[config.mk]
export PLATFORM = sky130hd
export DESIGN_NAME = fpa_issue_arbiter
export DESIGN_NICKNAME = d
export VERILOG_FILES = /design/src/rtl/fpa_issue_arbiter.sv
export SDC_FILE = /design/constraint.sdc
export NUM_CORES = 1
export LEC_CHECK = 0
export CAP_MARGIN = 20
export CORE_AREA = 4 4 304 306
export DETAILED_ROUTE_END_ITERATION = 8
export DIE_AREA = 0 0 308 310
export PLACE_DENSITY_LB_ADDON = 0.1
export SETUP_SLACK_MARGIN = 0.1
export SLEW_MARGIN = 0
export SYNTH_ARGS = -nofsm -noshare
export SYNTH_HDL_FRONTEND = slang
export SYNTH_SLANG_ARGS = --single-unit
[constraint.sdc]
create_clock -name clk -period 4 [get_ports clk]
set_clock_uncertainty 0.05 [all_clocks]
set_input_delay 0.6 -clock clk [delete_from_list [all_inputs] [get_ports clk]]
set_output_delay 0.6 -clock clk [all_outputs]
set_load 0.01 [all_outputs]
[src/rtl/fpa_issue_arbiter.sv]
// Round-robin issue arbiter that shares one fixed-latency pipelined FP adder
// among NREQ requesters and routes each sum back to its requester via a tag pipe.
module fpa_issue_arbiter #(
  parameter int NREQ  = 4,
  parameter int WIDTH = 64,
  parameter int LAT   = 4,
  parameter int TAGW  = 2
) (
  input  logic                  clk,
  input  logic                  rst,
  input  logic [NREQ-1:0]       req_valid,
  input  logic [NREQ*WIDTH-1:0] req_a,
  input  logic [NREQ*WIDTH-1:0] req_b,
  output logic [NREQ-1:0]       req_ready,
  output logic [WIDTH-1:0]      fpa_a,
  output logic [WIDTH-1:0]      fpa_b,
  input  logic [WIDTH-1:0]      fpa_result,
  output logic [NREQ-1:0]       resp_valid,
  output logic [WIDTH-1:0]      resp_data,
  output logic                  busy
);

  logic [TAGW-1:0] ptr;
  logic [NREQ-1:0] hi_req;
  logic [TAGW-1:0] gidx;
  logic            grant_any;

  logic [LAT:0]    pipe_vld;
  logic [TAGW-1:0] pipe_tag [LAT+1];

  // Requests at or above the pointer win; otherwise wrap to the lowest valid index.
  always_comb begin
    hi_req = '0;
    gidx   = '0;
    for (int i = 0; i < NREQ; i++) begin
      hi_req[i] = req_valid[i] && (i >= int'(ptr));
    end
    for (int i = NREQ - 1; i >= 0; i--) begin
      if (req_valid[i]) gidx = TAGW'(i);
    end
    for (int i = NREQ - 1; i >= 0; i--) begin
      if (hi_req[i]) gidx = TAGW'(i);
    end
    grant_any = |req_valid;
    req_ready = grant_any ? (NREQ'(1) << gidx) : '0;
  end

  // NOTE: sequential state uses non-blocking assignments so every register
  // samples the pre-edge values regardless of statement order.
  always_ff @(posedge clk or negedge rst) begin
    if (!rst) begin
      ptr      <= '0;
      fpa_a    <= '0;
      fpa_b    <= '0;
      pipe_vld <= '0;
    end else begin
      pipe_vld <= {pipe_vld[LAT-1:0], grant_any};
      if (grant_any) begin
        fpa_a <= req_a[int'(gidx)*WIDTH +: WIDTH];
        fpa_b <= req_b[int'(gidx)*WIDTH +: WIDTH];
        ptr   <= (int'(gidx) == NREQ - 1) ? '0 : gidx + 1'b1;
      end else begin
        fpa_a <= '0;
        fpa_b <= '0;
      end
    end
  end

  // NOTE: tag storage has no reset; a tag is only ever read alongside its
  // valid bit, which is reset, so clearing the tags would buy nothing.
  always_ff @(posedge clk) begin
    pipe_tag[0] <= gidx;
    for (int k = 1; k <= LAT; k++) begin
      pipe_tag[k] <= pipe_tag[k-1];
    end
  end

  always_ff @(posedge clk or negedge rst) begin
    if (!rst) begin
      resp_valid <= '0;
      resp_data  <= '0;
    end else if (pipe_vld[LAT]) begin
      resp_valid <= NREQ'(1) << pipe_tag[LAT];
      resp_data  <= fpa_result;
    end else begin
      resp_valid <= '0;
    end
  end

  assign busy = (|pipe_vld) || (|resp_valid);

endmodule

== Yosys cells after proc, flatten, opt, wreduce, memory -nomap -nowiden ==
Memory sizes are Yosys's and may differ from the RTL's.
Cells that the tools add are included.
Word-level totals
  flip-flop bits (word level): 203
  bits in writable memories: 10
  input port bits: 582
  memories: 1
Memory list
  pipe_tag: words 5, bits a word 2, read ports 5, clocked after Yosys merged registers in 0, write ports 5, RTL line 29  | logic [TAGW-1:0] pipe_tag [LAT+1];
Cells by class
  $add $sub $neg: 1
  $lt $le $gt $ge: 3
  equal/unequal tests: 1
  shifts and indexed selects: 4
  mux-type cells: 12
  reduce and logical (&&, ||, !) cells: 7
Operators by type and width (number)
  $shiftx A256 B9 Y64: 2
  $mux W64: 2
  $mux W2: 8
  $mux W4: 2
  $reduce_or A4 Y1: 2
  $shl A1 B2 Y4 const A: 2
  $reduce_or A5 Y1: 1
  $ge A1 B2 Y1 const A: 2
  $logic_and A1 B1 Y1: 3
  $add A2 B1 Y2 const B: 1
  $eq A2 B1 Y1 const B: 1
  $ge A2 B2 Y1 const A: 1
  $logic_or A1 B1 Y1: 1

== Longest topological paths before layout ==
Gate-level depths: netlist (run 1).
  depth in word-level cells: 9
  depth in mapped cells: 9
  gate-level depth less buffers: 7

== Least setup slack after synthesis (run 1) ==
No wires, ideal clock.
  kind: input-to-output
  start point: input req_valid[0]
  end point: output req_ready[0]
  arrival: 1.742 ns
  data required time: 3.350 ns
  setup slack: 1.608 ns
  stages: 8
  buffers on the path: 3
  cell sequence: and2b_1 > nor3_2 > o22ai_2 > buf_6 > buf_6 > buf_6 > ha_1 > and2_1
On the way
  longest elaborated chain between the ends: 7
  elaborated cells on any way between the ends: 9
  those cells by class: 1 x shift; 6 x mux; 2 x reduce/logical
RTL lines
  start: declaration: RTL line 11  | input logic [NREQ-1:0] req_valid,
  $mux W2: RTL line 39  | if (req_valid[i]) gidx = TAGW'(i);
  $mux W2 (4 in series): RTL line 42  | if (hi_req[i]) gidx = TAGW'(i);
  $shl A1 B2 Y4: RTL line 45  | req_ready = grant_any ? (NREQ'(1) << gidx) : '0;
  $mux W4 (*): RTL line 45
  end: declaration: RTL line 14  | output logic [NREQ-1:0] req_ready,
Mark *: on every way between the ends. The rest lies on a longest branch, timed or not.

== Worst setup path in the final report (run 1) ==
  start point: input req_valid[2]
  end point: output req_ready[1]
On the way
  longest elaborated chain between the ends: 9
  elaborated cells on any way between the ends: 11
  those cells by class: 1 x shift; 8 x mux; 2 x reduce/logical
RTL lines (RTL line)
  $mux W2 (3 in series): 39
  $mux W2 (4 in series): 42
  $shl A1 B2 Y4: 45
  $mux W4 (*): 45
Marked as above.

==> impl_results.md, run 1 <==
* FMAX at 294 MHz
* Num CTS Buffers at 34
* Mean Syn Cell Area at 12.7 µm²
* CP required at 3.35 ns
* Num rows at 110
* Tot Pwr at 11.6 mW
* Vias at 9967
* Largest family of logic cells by synthesized area: multiplexers
* DR iter-0 viols at 395
* Initial Util at 0.110
* Final WL at 63.3 mm
* Seq/Total Area, Yosys at 0.535
* GPL Wtd Cong at 0.769
* Initial antenna violation count at 21
* Multiplexer area fraction after synthesis at 0.243
* Final-report hold violation count at 0
* HP Class: in -> async
* IO Pins at 783
* Gr ovfl total at 0
* Layout Nets at 2123
* Root buf cell: clkbuf_16
* Vias per cell at 3.62
* Post-synth cell types at 32
* I/O Buffers at 782
* Synth Area in Adders at 0.00127
* Non-filler cells, final at 2751
* Pre-antenna DRT Iters at 5
* Max Cap Violations at 0
* Static leakage power at 8.01 nW
* Synth Area in XOR/XNOR at 0
* RSZ-0062 raised after global routing: no
* Vias in the first global route at 11.2k
* Die Height at 310 µm
* Reg2reg start: ptr[0]
* Total setup buffers inserted after CTS at 0
* Worst-Margin Slew at 0.974 ns
* R2R cell count at 7
* TritonCTS Sinks at 213
* Yosys warns at 0
* Area contributors post-synth: dfrtp_1, mux2i_1, a32oi_1
* Max IR drop VDD at 0.297 mV
* Cell area after layout at 0.0201 mm²
* Synth-to-layout area growth at 103%
* Share of layout cells above drive strength 1 at 0.0921
* Final Cycle Share at 0.850
* Cell Area, Synth at 0.00986 mm²
* Clock Tree Buf Depth at 3
* Worst EP arrival at 2.75 ns
* Placed cell count at 2680
* Std-Cell Core Area at 0.0896 mm²
* Placed Area at 0.0190 mm²
* GRT Overall Usage at 0.125
* Post-Synth Simple-Gate Area at 0.0160
* DP Wirelength at 48.5 mm
* Compound-Gate Fraction of Synth Area at 0.155
* Final setup fails at 0
* Largest fanout on the critical path at 62
* Power per standard cell area at 580 mW/mm²
* Final Max Slew Viols at 0
* WS Path Type: in -> out
* Chip Width at 308 µm
* Mapped Nets at 1360
* Clock transition at path regs at 0.05 ns
* Full die area at 0.0955 mm²
* Synthesis-stage register bit count at 213
* Filler cells at 9593
* # hold bufs at CTS at 0
* # resized after CTS at 0
* H-tree depth at 2
* Share of the synthesized area in the top cell type at 0.515
* DRC at 0
* WL/cell at 23.0 µm
* Setup TNS Final at 0 ns
* Largest net degree at the start of global routing at 129
* CTS tree: done
* Mapped Cells at 777
* Outcome: finished clean
* Final worst path period need at 3.40 ns
* Slew HR at 0.350
* Min Hold Slack at 0.0445 ns
* Antenna-violating nets left at 0
* Synth area leader: dfrtp_1
* Crit path capture type: primary output
* Insertion delay to the later sink of the worst-skew pair at 0.54 ns
* Crit path launch type: primary input
* RR Endpoint: fpa_a[55]
* R2R Setup Slk at 1.46 ns
* First-pass GRT wire length at 85.2 mm
-- cell usage in the layout (no fill, tap or decap), drive strengths merged, types with 3 or more instances in the layout --
master	n
a32oi	89
buf	21
clkbuf	52
clkdlybuf4s50	781
clkinv	3
dfrtp	203
dfxtp	10
diode	12
inv	5
mux2	64
mux2i	167
nand2	5
nor2	9
nor2b	4
nor3	3
o21ai	93
o22ai	40
-- cell type report --
type	count	area [µm²]	area share
antenna	12	30.0	0.00150
clock buffer	52	998	0.0497
clock inverter	7	81.3	0.00405
inverter	3	13.8	0.000686
multi-input combinational	486	4130	0.206
sequential	213	5280	0.263
tap	1176	1470	0.0733
timing repair buffer	802	8070	0.402
-- kinds of logic (layout without fill, tap and decap cells) --
logic type / Yosys count / after routing
buffers and inverters: 78 / 864
adders and majority gates: 1 / 1
other: 0 / 12
muxes: 231 / 231
and+or+nand+nor: 29 / 29
AOI/OAI and AO/OA: 225 / 225
DFF: 213 / 213
-- power breakdown --
group          internal (mW)  total (mW)  switching (mW)
combinational           2.75        5.48            2.73
clock                   1.78        2.97            1.19
sequential              2.91        3.19           0.280
total                   7.45        11.6            4.20
-- through the flow --
stage	utilization	setup slack [ns]
floorplan	-	1.61
global placement	0.212	0.577
detailed placement	0.212	0.572
CTS	0.224	0.555
global route	0.224	0.417
finish	0.224	0.602
-- per-layer routing --
metal / vias up / part of all wire / GRT usage
met2: 511 / 0.51 / 0.223
met1: 4804 / 0.36 / 0.128
met4: 6 / 0.030 / 0.0446
met3: 95 / 0.11 / 0.0584
li1: 4551 / - / -
met5: - / 0.00085 / 0
-- synth_stat cells, drive strengths merged --
| cell type | number |
|---|---|
| a32oi | 89 |
| mux2 | 64 |
| and2b | 1 |
| nor3 | 3 |
| nor2b | 4 |
| nand3 | 1 |
| and3 | 1 |
| mux2i | 167 |
| dfrtp | 203 |
| and3b | 1 |
| inv | 3 |
| or4 | 1 |
| o21ai | 93 |
| dfxtp | 10 |
| buf | 39 |
| and2 | 1 |
| nor4 | 1 |
| o22ai | 40 |
| ha | 1 |
| nor2 | 9 |
| a21oi | 1 |
| a21o | 1 |
| o221a | 1 |
| nor3b | 1 |
| nand2 | 5 |
| clkbuf | 36 |
-- sequential cells by signal, indices dropped and copies added (netlist names) --
signal      count
fpa_b          64
resp_valid      4
pipe_vld        5
ptr             2
pipe_tag       10
resp_data      64
fpa_a          64
-- critical path, stage by stage --
cell	delay (ns)
clkdlybuf4s50_1	0.55
nor2b_1	0.24
nor3_2	0.08
o22ai_4	0.26
buf_12	0.37
nor2_1	0.10
clkdlybuf4s50_1	0.50
-- how the worst max path moves through the flow --
stage	start	to	slack (ns)	cells past startpoint
finish	req_valid[2]	req_ready[1]	0.60	7
global route	req_valid[2]	req_ready[0]	0.42	8
CTS	req_valid[2]	req_ready[0]	0.55	7
detailed placement	req_valid[1]	req_ready[0]	0.57	7
global placement	req_valid[2]	req_ready[0]	0.58	8
floorplan	req_valid[0]	req_ready[0]	1.61	8
Power figures use the tool's default switching activity.
==> run 2: changes to the inputs <==
clock period = 3.3 ns   (was 4 ns; I/O delays follow)
==> run 2 against run 1 <==
Against the previous run: register-to-register slack worse by 0.68 ns; power is 22% higher; clock-buffer cell count is 1 higher; first-iteration DRC count is 19% lower; critical path depth stayed put; sequential power is 21% higher; worst hold slack better by 0.23 ns; critical path type unchanged; critical endpoint is now req_ready[2]; largest cell class unchanged.
==> impl_results.md, run 2 (synthesized netlist as in run 1, its figures left out) <==
* Vias at 9930
* WP buf/inv at 2
* CP Cell Sequence: clkdlybuf4s50_1 > nor2b_1 > nor2_1 > nand2_1 > o21ai_4 > nor2_1 > clkdlybuf4s50_1
* Slew HR at 0.345
* Clock Tree Buf Depth at 3
* FMAX at 337 MHz
* DP Wirelength at 48.6 mm
* Synth-to-layout area growth at 105%
* Layout Nets at 2130
* CP required at 2.75 ns
* Final worst path period need at 2.97 ns
* First-pass GRT wire length at 84.9 mm
* Outcome: finished clean
* H-tree depth at 2
* IO Pins at 783
* Setup TNS Final at 0 ns
* Commonest non-fill, non-tap cell in the layout: clkdlybuf4s50_1
* Biggest regs: fpa_a: 64 flops, fpa_b: 64 flops, resp_data: 64 flops
* Power per standard cell area at 702 mW/mm²
* GRT Overall Usage at 0.124
* Largest fanout on the critical path at 6
* Static leakage power at 8.10 nW
* CTS tree: done
* DR iter-0 viols at 318
* Slowest stage cell on the critical path: clkdlybuf4s50_1
* Critical Path Max Stage Delay at 0.70 ns
* Final-report hold violation count at 0
* Worst-Margin Slew at 0.982 ns
* R2R cell count at 9
* Final Cycle Share at 0.899
* WL/cell at 22.8 µm
* Initial Util at 0.110
* TritonCTS Sinks at 213
* Num CTS Buffers at 34
* GPL Wtd Cong at 0.767
* Tot Pwr at 14.2 mW
* Grt met1 use at 0.126
* Die Height at 310 µm
* Chip Width at 308 µm
* I/O Buffers at 782
* Antenna-violating nets left at 0
* HP Class: reg -> reg
* Pre-antenna DRT Iters at 4
* Met2 GRT Util at 0.225
* Vias per cell at 3.60
* WS Path Type: in -> out
* Crit path capture type: primary output
* Num rows at 110
* Min-Delay Path Depth at 0
* GR peak layer: met2
* Final Max Slew Viols at 0
* Initial antenna violation count at 23
* Full die area at 0.0955 mm²
* Global routing met3 resource utilization at 0.0608
* Share of layout cells above drive strength 1 at 0.0987
* Std-Cell Core Area at 0.0896 mm²
* DRC at 0
* Max Cap Violations at 0
* Most frequent cells in the layout: clkdlybuf4s50_1, dfrtp_1, mux2i_1
* Crit path launch type: primary input
* Max IR drop VDD at 0.421 mV
* RSZ-0062 raised after global routing: no
* Final WL at 62.9 mm
* Stages on worst setup path at 7
* Insertion delay to the later sink of the worst-skew pair at 0.53 ns
* Gr ovfl total at 0
* Clock transition at path regs at 0.05 ns
* Final setup fails at 0
* Largest net degree at the start of global routing at 129
* Crit path max-delay family: buffers and inverters
* Vias in the first global route at 11.1k
* Worst EP arrival at 2.42 ns
* Root buf cell: clkbuf_16
==> run 2: path summary, 6_finish.rpt <==
| check | startpoint | to | slack, ns |
|---|---|---|---|
| setup / recovery | req_valid[2] | req_ready[2] | 0.33 |
| hold / removal | pipe_tag[0][1] | pipe_tag[0][3] | 0.28 |
| setup reg to reg | ptr[1] | fpa_b[53] | 0.78 |
| hold reg to reg | pipe_tag[0][1] | pipe_tag[0][3] | 0.28 |
| max in group asynchronous | rst | fpa_b[57] | 1.84 |
| min in group asynchronous | rst | resp_data[50] | 0.45 |
==> run 2: power breakdown <==
group | switching, mW | internal (mW) | total (mW) | leakage [nW]
combinational | 3.32 | 3.39 | 6.71 | 5.05
sequential | 0.322 | 3.53 | 3.85 | 2.50
clock | 1.42 | 2.21 | 3.63 | 0.553
==> run 2: cell type report <==
type	instances	area, µm²
Clock buffer	53	1060
Inverter	3	13.8
Timing Repair Buffer	809	8170
Clock inverter	6	48.8
Sequential cell	213	5280
Multi-Input combinational cell	486	4130
Antenna cell	16	40.0
Fill cell	9592	69400
Tap cell	1176	1470
==> run 2: through the flow <==
step                cell area [µm²]   util  cells  setup WS (ns)  hold WS [ns]
finish                        20200  0.226   2762          0.333         0.276
global route                  20200  0.225   2755          0.160         0.295
CTS                           20100  0.225   2745          0.152         0.273
detailed placement            19000  0.212   2685          0.158         0.262
global placement              19000  0.212   2685          0.171         0.261
floorplan                      9860      -    777           1.12         0.149
==> run 2: per-layer routing <==
metal	up-vias	wire length, µm
met1	4790	21800
met3	79	7070
met4	8	1330
met5	-	46
li1	4571	-
met2	482	32700
==> run 2: repair_timing <==
action                                 CTS  global route
setup endpoints to repair                0             1
setup buffers                            0             0
hold buffers                             1             0
resized for setup                        0             1
endpoints found under the hold margin   52             0
